`config.mk`:
```
export PLATFORM = sky130hd
export DESIGN_NAME = sr_flag_bank_ctrl_flat
export DESIGN_NICKNAME = d
export VERILOG_FILES = /design/src/rtl/sr_flag_bank_ctrl_if.sv /design/src/rtl/sr_flag_bank_ctrl.sv /design/src/flat_wrapper.sv
export SDC_FILE = /design/constraint.sdc
export NUM_CORES = 1
export LEC_CHECK = 0
export BUFFER_PORTS_ARGS = -buffer_cell sky130_fd_sc_hd__buf_2
export CAP_MARGIN = 0
export CORE_MARGIN = 1.5
export CORE_UTILIZATION = 45
export CTS_CLUSTER_DIAMETER = 150
export CTS_CLUSTER_SIZE = 30
export DETAILED_ROUTE_END_ITERATION = 12
export PLACE_DENSITY = 0.79
export SLEW_MARGIN = 10
export SYNTH_ARGS = -nofsm -noshare
export SYNTH_HDL_FRONTEND = slang
export SYNTH_SLANG_ARGS = --single-unit
```
`constraint.sdc`:
```
create_clock -name clk -period 8.95 [get_ports clk]
set_input_delay 0.895 -clock clk [delete_from_list [all_inputs] [get_ports clk]]
set_output_delay 0.895 -clock clk [all_outputs]
set_load 0.02 [all_outputs]
```
`src/rtl/sr_flag_bank_ctrl_if.sv`:
```
// Request/response and latch-bank signals of the SR flag bank controller.
// The controller uses the slave modport; requesters and the latch bank use master.
interface sr_flag_bank_ctrl_if #(
    parameter int NREQ  = 4,
    parameter int NFLAG = 8,
    parameter int IW    = 3
) ();
    logic [NREQ-1:0]    req;
    logic [NREQ-1:0]    op;
    logic [NREQ*IW-1:0] idx;
    logic [NREQ-1:0]    ack;
    logic               err;
    logic               busy;
    logic               init_done;
    logic [NFLAG-1:0]   sbar;
    logic [NFLAG-1:0]   rbar;
    logic [NFLAG-1:0]   q_fb;

    modport slave (
        input  req, op, idx, q_fb,
        output ack, err, busy, init_done, sbar, rbar
    );

    modport master (
        output req, op, idx, q_fb,
        input  ack, err, busy, init_done, sbar, rbar
    );
endinterface

```
`src/rtl/sr_flag_bank_ctrl.sv`:
```
// Round-robin arbiter and pulse sequencer for a bank of NAND SR latches.
// Drives one active-low line at a time, then verifies the latch feedback.
module sr_flag_bank_ctrl #(
    parameter int NREQ    = 4,
    parameter int NFLAG   = 8,
    parameter int IW      = 3,
    parameter int PULSE   = 2,
    parameter int RECOVER = 1
) (
    input  logic              clk,
    input  logic              reset,
    sr_flag_bank_ctrl_if.slave bus
);
    localparam int GW   = (NREQ > 1) ? $clog2(NREQ) : 1;
    localparam int CMAX = (PULSE > RECOVER) ? PULSE : RECOVER;
    localparam int CW   = $clog2(CMAX + 1);

    // state    | meaning
    // INIT     | clear-all pulse on every rbar line
    // INIT_REC | recovery gap after clear-all
    // IDLE     | arbitrate pending requests
    // DRIVE    | one sbar or rbar line held low
    // RECOV    | all lines high before feedback check
    // CHECK    | ack the granted requester, flag error
    typedef enum logic [2:0] {INIT, INIT_REC, IDLE, DRIVE, RECOV, CHECK} state_t;

    state_t           state_q, state_d;
    logic [CW-1:0]    cnt_q, cnt_d;
    logic [GW-1:0]    rr_ptr_q, rr_ptr_d;
    logic [GW-1:0]    gnt_q, gnt_d;
    logic             op_q, op_d;
    logic [IW-1:0]    idx_q, idx_d;
    logic             oor_q, oor_d;
    logic [NREQ-1:0]  ack_q, ack_d;
    logic             err_q, err_d;
    logic             busy_q, busy_d;
    logic             init_done_q, init_done_d;
    logic [NFLAG-1:0] sbar_q, sbar_d;
    logic [NFLAG-1:0] rbar_q, rbar_d;

    logic             found;
    logic [GW-1:0]    g;
    logic [GW-1:0]    j;
    logic [IW-1:0]    idx_sel;
    logic             q_sel;
    logic             drive;

    always_comb begin
        state_d     = state_q;
        cnt_d       = cnt_q;
        rr_ptr_d    = rr_ptr_q;
        gnt_d       = gnt_q;
        op_d        = op_q;
        idx_d       = idx_q;
        oor_d       = oor_q;
        ack_d       = '0;
        err_d       = 1'b0;
        init_done_d = init_done_q;
        sbar_d      = '1;
        rbar_d      = '1;
        drive       = 1'b0;
        found       = 1'b0;
        g           = rr_ptr_q;
        j           = rr_ptr_q;
        idx_sel     = '0;
        q_sel       = 1'b0;

        // first pending request at or after rr_ptr wins
        for (int i = 0; i < NREQ; i++) begin
            j = GW'((int'(rr_ptr_q) + i) % NREQ);
            if (!found && bus.req[j]) begin
                found = 1'b1;
                g     = j;
            end
        end
        for (int k = 0; k < NREQ; k++) begin
            if (g == GW'(k)) idx_sel = bus.idx[k*IW +: IW];
        end
        for (int i = 0; i < NFLAG; i++) begin
            if (idx_q == IW'(i)) q_sel = bus.q_fb[i];
        end

        unique case (state_q)
            INIT: begin
                if (cnt_q == CW'(PULSE)) begin
                    state_d = INIT_REC;
                    cnt_d   = CW'(1);
                end else begin
                    cnt_d  = cnt_q + CW'(1);
                    rbar_d = '0;
                end
            end
            INIT_REC: begin
                if (cnt_q == CW'(RECOVER)) begin
                    state_d     = IDLE;
                    cnt_d       = '0;
                    init_done_d = 1'b1;
                end else begin
                    cnt_d = cnt_q + CW'(1);
                end
            end
            IDLE: begin
                if (found) begin
                    gnt_d    = g;
                    op_d     = bus.op[g];
                    idx_d    = idx_sel;
                    rr_ptr_d = GW'((int'(g) + 1) % NREQ);
                    oor_d    = int'(idx_sel) >= NFLAG;
                    if (oor_d) begin
                        state_d  = CHECK;
                        ack_d[g] = 1'b1;
                        err_d    = 1'b1;
                    end else begin
                        state_d = DRIVE;
                        cnt_d   = CW'(1);
                        drive   = 1'b1;
                    end
                end
            end
            DRIVE: begin
                if (cnt_q == CW'(PULSE)) begin
                    state_d = RECOV;
                    cnt_d   = CW'(1);
                end else begin
                    cnt_d = cnt_q + CW'(1);
                    drive = 1'b1;
                end
            end
            RECOV: begin
                if (cnt_q == CW'(RECOVER)) begin
                    state_d      = CHECK;
                    cnt_d        = '0;
                    ack_d[gnt_q] = 1'b1;
                    err_d        = oor_q || (q_sel != op_q);
                end else begin
                    cnt_d = cnt_q + CW'(1);
                end
            end
            CHECK:   state_d = IDLE;
            default: state_d = INIT;
        endcase

        // only one line of one polarity ever goes low outside INIT
        for (int i = 0; i < NFLAG; i++) begin
            if (drive && idx_d == IW'(i)) begin
                if (op_d) sbar_d[i] = 1'b0;
                else      rbar_d[i] = 1'b0;
            end
        end

        busy_d = (state_d != IDLE);
    end

    always_ff @(posedge clk) begin
        if (reset) begin
            state_q     <= INIT;
            cnt_q       <= '0;
            rr_ptr_q    <= '0;
            gnt_q       <= '0;
            op_q        <= 1'b0;
            idx_q       <= '0;
            oor_q       <= 1'b0;
            ack_q       <= '0;
            err_q       <= 1'b0;
            busy_q      <= 1'b1;
            init_done_q <= 1'b0;
            sbar_q      <= '1;
            rbar_q      <= '1;
        end else begin
            state_q     <= state_d;
            cnt_q       <= cnt_d;
            rr_ptr_q    <= rr_ptr_d;
            gnt_q       <= gnt_d;
            op_q        <= op_d;
            idx_q       <= idx_d;
            oor_q       <= oor_d;
            ack_q       <= ack_d;
            err_q       <= err_d;
            busy_q      <= busy_d;
            init_done_q <= init_done_d;
            sbar_q      <= sbar_d;
            rbar_q      <= rbar_d;
        end
    end

    assign bus.ack       = ack_q;
    assign bus.err       = err_q;
    assign bus.busy      = busy_q;
    assign bus.init_done = init_done_q;
    assign bus.sbar      = sbar_q;
    assign bus.rbar      = rbar_q;
endmodule

```
`src/flat_wrapper.sv`:
```
// flat-port wrapper written by rule: the top's interface ports become plain ports
module sr_flag_bank_ctrl_flat 
#(
    parameter int NREQ    = 4,
    parameter int NFLAG   = 8,
    parameter int IW      = 3,
    parameter int PULSE   = 2,
    parameter int RECOVER = 1
)
  (clk, reset, bus_req, bus_op, bus_idx, bus_q_fb, bus_ack, bus_err, bus_busy, bus_init_done, bus_sbar, bus_rbar);
  sr_flag_bank_ctrl_if #(.NREQ(NREQ), .NFLAG(NFLAG), .IW(IW)) bus_i ();
  input  logic clk;
  input  logic reset;
  input wire logic [$bits(bus_i.req)-1:0] bus_req;
  input wire logic [$bits(bus_i.op)-1:0] bus_op;
  input wire logic [$bits(bus_i.idx)-1:0] bus_idx;
  input wire logic [$bits(bus_i.q_fb)-1:0] bus_q_fb;
  output wire logic [$bits(bus_i.ack)-1:0] bus_ack;
  output wire logic [$bits(bus_i.err)-1:0] bus_err;
  output wire logic [$bits(bus_i.busy)-1:0] bus_busy;
  output wire logic [$bits(bus_i.init_done)-1:0] bus_init_done;
  output wire logic [$bits(bus_i.sbar)-1:0] bus_sbar;
  output wire logic [$bits(bus_i.rbar)-1:0] bus_rbar;
  assign bus_i.req = bus_req;
  assign bus_i.op = bus_op;
  assign bus_i.idx = bus_idx;
  assign bus_i.q_fb = bus_q_fb;
  assign bus_ack = bus_i.ack;
  assign bus_err = bus_i.err;
  assign bus_busy = bus_i.busy;
  assign bus_init_done = bus_i.init_done;
  assign bus_sbar = bus_i.sbar;
  assign bus_rbar = bus_i.rbar;
  sr_flag_bank_ctrl #(.NREQ(NREQ), .NFLAG(NFLAG), .IW(IW), .PULSE(PULSE), .RECOVER(RECOVER)) u_core (.clk(clk), .reset(reset), .bus(bus_i));
endmodule
```
==> results of run 1 <==
-- per-layer routing --
metal | vias to the layer above | track usage | part of all wire
met1 | 815 | 0.266 | 0.46
met3 | 2 | 0.0477 | 0.082
li1 | 896 | - | -
met2 | 80 | 0.318 | 0.45
met5 | - | 0 | 0
met4 | 0 | 0.0689 | 0.0068
-- worst max-delay path by stage --
| stage | start | end |
|---|---|---|
| after floorplan | bus_req[0] | u_core.bus.rbar[3]$_SDFF_PP1_ |
| after global placement | bus_req[0] | u_core.bus.rbar[0]$_SDFF_PP1_ |
| after detailed placement | bus_req[0] | u_core.bus.rbar[3]$_SDFF_PP1_ |
| after CTS | bus_req[0] | u_core.bus.rbar[3]$_SDFF_PP1_ |
| after global routing | bus_req[0] | u_core.bus.rbar[3]$_SDFF_PP1_ |
| final | bus_req[0] | u_core.bus.rbar[3]$_SDFF_PP1_ |
-- flip-flops by register name (all words and copies together) (netlist names) --
register              cells
u_core.op_q               1
u_core.bus.rbar           8
u_core.cnt_q              2
u_core.bus.busy           1
u_core.rr_ptr_q           2
u_core.bus.init_done      1
u_core.bus.sbar           8
u_core.gnt_q              2
u_core.bus.err            1
u_core.idx_q              3
u_core.bus.ack            4
u_core.state_q            3
-- worst reg2reg max path: stages, from the launching register on --
cell       delay (ps)
dfxtp_1           440
o22ai_1           130
a222oi_1          640
inv_2             150
ha_1              270
and3b_1           180
a2111oi_0         520
o21ai_1           280
o31a_2            220
nor3_2            230
a221oi_1          150
-- through the flow --
stage | area, um2 | cells | hold slack [ps] | utilization
after CTS | 2210 | 323 | 472 | 0.587
after detailed placement | 2110 | 315 | 459 | 0.559
after global routing | 2210 | 323 | 504 | 0.587
after floorplan | 1810 | 221 | 429 | -
final | 2210 | 323 | 468 | 0.587
after global placement | 2110 | 315 | 442 | 0.559
-- final cells by class --
cell class	count	area (um2)
clock buffer	6	72.6
fill	350	1560
sequential	36	721
tap	48	60.1
timing repair buffer	52	260
multi-input combinational	166	1020
inverter	13	48.8
clock inverter	2	35.0
-- cells in the mapped netlist, types with 3 or more instances --
cell and n:
nand2b_1 6, nand3_1 5, o22ai_1 4, a21oi_1 23, inv_1 12, dfxtp_1 36
clkbuf_1 6, nand2_1 25, a221oi_1 6, nor3_1 11, o21ai_0 7, nor3b_1 3
nor2_1 30, ha_1 4
-- report_power, final --
| group | switching (mW) | total (mW) | internal (mW) | leakage [nW] |
|---|---|---|---|---|
| clock | 0.0562 | 0.139 | 0.0826 | 0.0552 |
| sequential | 0.00752 | 0.176 | 0.169 | 0.294 |
| combinational | 0.0415 | 0.0703 | 0.0289 | 0.566 |
| total | 0.105 | 0.386 | 0.280 | 0.915 |
-- kinds of logic (layout without fill, tap and decap cells) --
group                    Yosys count  after routing  synth area share
adder cells (fa/ha/maj)            4              4            0.0277
buffers and inverters             19             73            0.0394
AND/OR/NAND/NOR                   96             96             0.257
flip-flops                        36             36             0.398
multiplexers                       7              7            0.0602
XOR/XNOR                           1              1           0.00484
AO/OA/AOI/OAI                     58             58             0.212
==> results.toml, run 1 <==
[hold_path]
hold_start = "u_core.gnt_q[1]$_SDFFE_PP0P_"
hp-class = "register to register"
hold_depth = 1
worstHoldEndpoint = "u_core.bus.ack[1]$_SDFF_PP0_"

[cts]
cts.sinks = 36
numCtsBuffers = 5
post_cts_resized = 0
htree_levels = 2
clock_path_buffers = 2
cts_setup_buffers = 0
insertion_delay_ps = 290
cts_tree = "done"
clk_pin_slew_ps = 70
cts_root_buf = "clkbuf_8"
postCtsHoldBufs = 0

[yosys]
ys_warn_count = 0
syn-num-nets = 255
ys.flop_type = "dfxtp_1"
ys_top_cells_by_area = "dfxtp_1, a21oi_1, nor2_1, nand2_1, nor3_1"
syn-cell-area_mm2 = 0.00181
synthCells = 221
synth_top_cell_by_area = "dfxtp_1"
synth-async-reset-ratio = 0
syn_avg_cell_area_um2 = 8.19
synth_cell_types = 47
yosysSeqAreaShare = 0.398
yosysTopAreaCellShare = 0.398
synth_seq_cells = 36
synth_edf_count = 0

[drt]
wire_per_inst_um = 12.7
vias = 1793
wirelength_um = 4100
drt_iter0_drc = 71
drc = 0
ant_nets = 0
dr.pass1.iters = 4
vias_per_cell = 5.55

[timing]
fin_worst_skew_ps = 6.06
rsz0062_at_grt = "false"
min_period_ps = 3720
setup_slack_ps = 5230
hold_viol = 0
tns_ps = 0
final.period_utilization = 0.416
max_freq_mhz = 269
slew_headroom = 0.556
finalSetupViolCount = 0
worst_pin_slew_ps = 667
slew_violations = 0

[power_and_ir_drop]
ir_drop_v = 0.0000770
power_density_mw_per_mm2 = 174
power.leakage_nw = 0.915
p_total_uw = 386

[final_layout]
drive_gt1_frac = 0.262
diodes = 0
nNetsFinal = 308
final_cell_mix = "buf_2, dfxtp_1, nor2_1"
synthToLayoutAreaGrowth_pct = 22.4
layout_commonest_cell = "buf_2"

[global_route]
grt_pass1_vias = 1541
grt_max_degree = 17
track_usage = 0.201
antenna_found_initial = 0
overflow = 0
grt_pass1_wl_um = 6790

[setup_path]
worst-r2r-cell-count = 10
crit_family = "compound AO/OA/AOI/OAI gates"
critPathBufInv = 3
path_class = "input pin to register"
worstSetupEndpointType = "register"
r2r_end = "u_core.bus.rbar[3]$_SDFF_PP1_"
startpoint_type = "input pin"
arrival_ps = 3860
reg2reg_from = "u_core.rr_ptr_q[1]$_SDFFE_PP0P_"
crit_path_top_delay_cell = "a222oi_1"
crit_cells = 12
rrSetupSlack_ps = 5580
crit_chain = "buf_2, inv_1, o22ai_1, a222oi_1, inv_2, ha_1, and3b_1, a2111oi_0, o21ai_1, o31a_2, nor3_2, a221oi_1"
critPathMaxStageDelay_ps = 640
worstPathRequired_ps = 9080
crit_fanout = 5

[floorplan]
initial_core_util = 0.480
fp.coreArea_mm2 = 0.00377
chipHeight_um = 66.4
pin_count = 53
dieArea_mm2 = 0.00441
dieWidth_um = 66.4
num_rows = 22

[placement]
port_buffers = 52
finalWeightedCongestion = 0.846
place_ws_ps = 4990
dpl.hpwl_um = 3050

[outcome]
status = "finished clean"

[run]
drv_cap = 0
Power figures use the tool's default switching activity.
==> inputs of run 2 (changes only) <==
--- a/config.mk
+++ b/config.mk
@@ -12,7 +12,7 @@
 export CTS_CLUSTER_DIAMETER = 150
 export CTS_CLUSTER_SIZE = 30
 export DETAILED_ROUTE_END_ITERATION = 12
-export PLACE_DENSITY = 0.79
+export PLACE_DENSITY = 0.82
 export SLEW_MARGIN = 10
 export SYNTH_ARGS = -nofsm -noshare
 export SYNTH_HDL_FRONTEND = slang
==> constraint.sdc (replaced) <==
create_clock -name clk -period 3.11 [get_ports clk]
set_input_delay 0.311 -clock clk [delete_from_list [all_inputs] [get_ports clk]]
set_output_delay 0.311 -clock clk [all_outputs]
set_load 0.02 [all_outputs]
==> run 2 against run 1 <==
Effect of this change: via count decreased by 0.39%; clock skew increased by 2.5 ps; setup slack got worse by 4900 ps; die area unchanged; sequential share of layout area decreased by 0.44 points.
==> results.toml, run 2 (synthesis gave the netlist of run 1 again) <==
[outcome]
status = "finished clean"

[drt]
ant_nets = 0
drt_iter0_drc = 78
drc = 0
vias = 1786
wire_per_inst_um = 12.3
wirelength_um = 4030
dr.pass1.iters = 5
vias_per_cell = 5.46

[power_and_ir_drop]
p_total_mw = 1.05
power_density_mw_per_mm2 = 469
intPower_uw = 752
seqPwrFrac = 0.474
pwr-share-clk = 0.317
power_frac_comb = 0.209
power.leakage_nw = 0.934
ir_drop_v = 0.000171
switching_share = 0.285
switchingPower_uw = 300

[hold_path]
hp-class = "input pin to register"

[timing]
slew_violations = 0
max_freq_mhz = 356
worst_pin_slew_ps = 516
fin_worst_skew_ps = 8.54
min_period_ps = 2810
slew_headroom = 0.653
hold_viol = 0
finalSetupViolCount = 0
tns_ps = 0
rsz0062_at_grt = "false"
final.period_utilization = 0.904

[final_layout]
diodes = 0
fin_area_mm2 = 0.00224
n_fill_cell = 332
nNetsFinal = 312
layout_commonest_cell = "buf_2"
fin_util = 0.595
fin_cells = 327
final_cell_mix = "buf_2, dfxtp_1, nor2_1"
synthToLayoutAreaGrowth_pct = 24.1
drive_gt1_frac = 0.280

[setup_path]
crit_fanout = 7
rrSetupSlack_ps = 300
arrival_ps = 2960
startpoint_type = "register"
worstPathRequired_ps = 3250
path_class = "register to register"
worstSetupEndpointType = "register"

[cts]
htree_levels = 2
cts_root_buf = "clkbuf_8"
clock_path_buffers = 2
numCtsBuffers = 5
clk_pin_slew_ps = 70
insertion_delay_ps = 290
cts_tree = "done"
cts.sinks = 36

[placement]
finalWeightedCongestion = 0.822
dpl.hpwl_um = 3070
dp.cells = 319
placed_area_mm2 = 0.00214
port_buffers = 52

[run]
drv_cap = 0

[global_route]
grt_pass1_vias = 1587
overflow = 0
grt_max_degree = 17
grt_pass1_wl_um = 6930
antenna_found_initial = 0
track_usage = 0.200

[floorplan]
fp.coreArea_mm2 = 0.00377
chipHeight_um = 66.4
initial_core_util = 0.480
num_rows = 22
dieWidth_um = 66.4
pin_count = 53
dieArea_mm2 = 0.00441
-- run 2: area by class of cell --
| cell class | count | area, um2 | share of cell area |
|---|---|---|---|
| multi-input cells | 166 | 1030 | 0.460 |
| flip-flops and latches | 36 | 721 | 0.321 |
| repair buffers | 56 | 290 | 0.129 |
| clock buffers | 6 | 82.6 | 0.0368 |
| well taps | 48 | 60.1 | 0.0268 |
| inverters | 13 | 48.8 | 0.0217 |
| clock inverters | 2 | 10.0 | 0.00446 |
-- run 2: critical path: stages (launching register included) --
cell and delay [ps]:
dfxtp_1 440, or2b_1 270, a21oi_2 200, o31ai_4 110, inv_1 100, ha_1 260
and3b_1 220, a2111oi_2 370, o21ai_1 150, o31a_2 170, nor3_2 230, a221oi_1 140
-- run 2: per-layer routing --
| metal | GRT usage | vias up | share of wire |
|---|---|---|---|
| met3 | 0.0392 | 10 | 0.049 |
| met4 | 0.0969 | 0 | 0.027 |
| met1 | 0.262 | 812 | 0.47 |
| li1 | - | 904 | - |
| met5 | 0 | - | 0 |
| met2 | 0.313 | 60 | 0.45 |
-- run 2: timing repair --
action | CTS | global route
hold buffers | 0 | 0
endpoints found under the setup margin | 0 | 10
buffers inserted | 0 | 0
gates resized for setup | 0 | 3
endpoints found under the hold margin | 0 | 0
-- run 2: worst paths after layout --
check | start | depth (start not counted) | endpoint
max | u_core.rr_ptr_q[1]$_SDFFE_PP0P_ | 11 | u_core.bus.rbar[0]$_SDFF_PP1_
min | reset | 2 | u_core.rr_ptr_q[0]$_SDFFE_PP0P_
max reg2reg | u_core.rr_ptr_q[1]$_SDFFE_PP0P_ | 11 | u_core.bus.rbar[0]$_SDFF_PP1_
min reg2reg | u_core.bus.init_done$_SDFFE_PP0P_ | 2 | u_core.bus.init_done$_SDFFE_PP0P_
-- run 2: power by group through the flow --
stage	sequential [mW]	combinational, mW	clock (mW)
floorplan	0.532	0.122	0
global placement	0.510	0.210	0
detailed placement	0.509	0.214	0
CTS	0.499	0.215	0.341
global route	0.502	0.243	0.363
finish	0.499	0.219	0.333
-- run 2: per-stage QoR --
stage          hold WS (ps)  worst slack, ps
6_report                370              298
5_1_grt                 378             16.6
4_1_cts                 372             90.8
3_5_place_dp            457             59.5
3_3_place_gp            446              172
2_1_floorplan           383              253
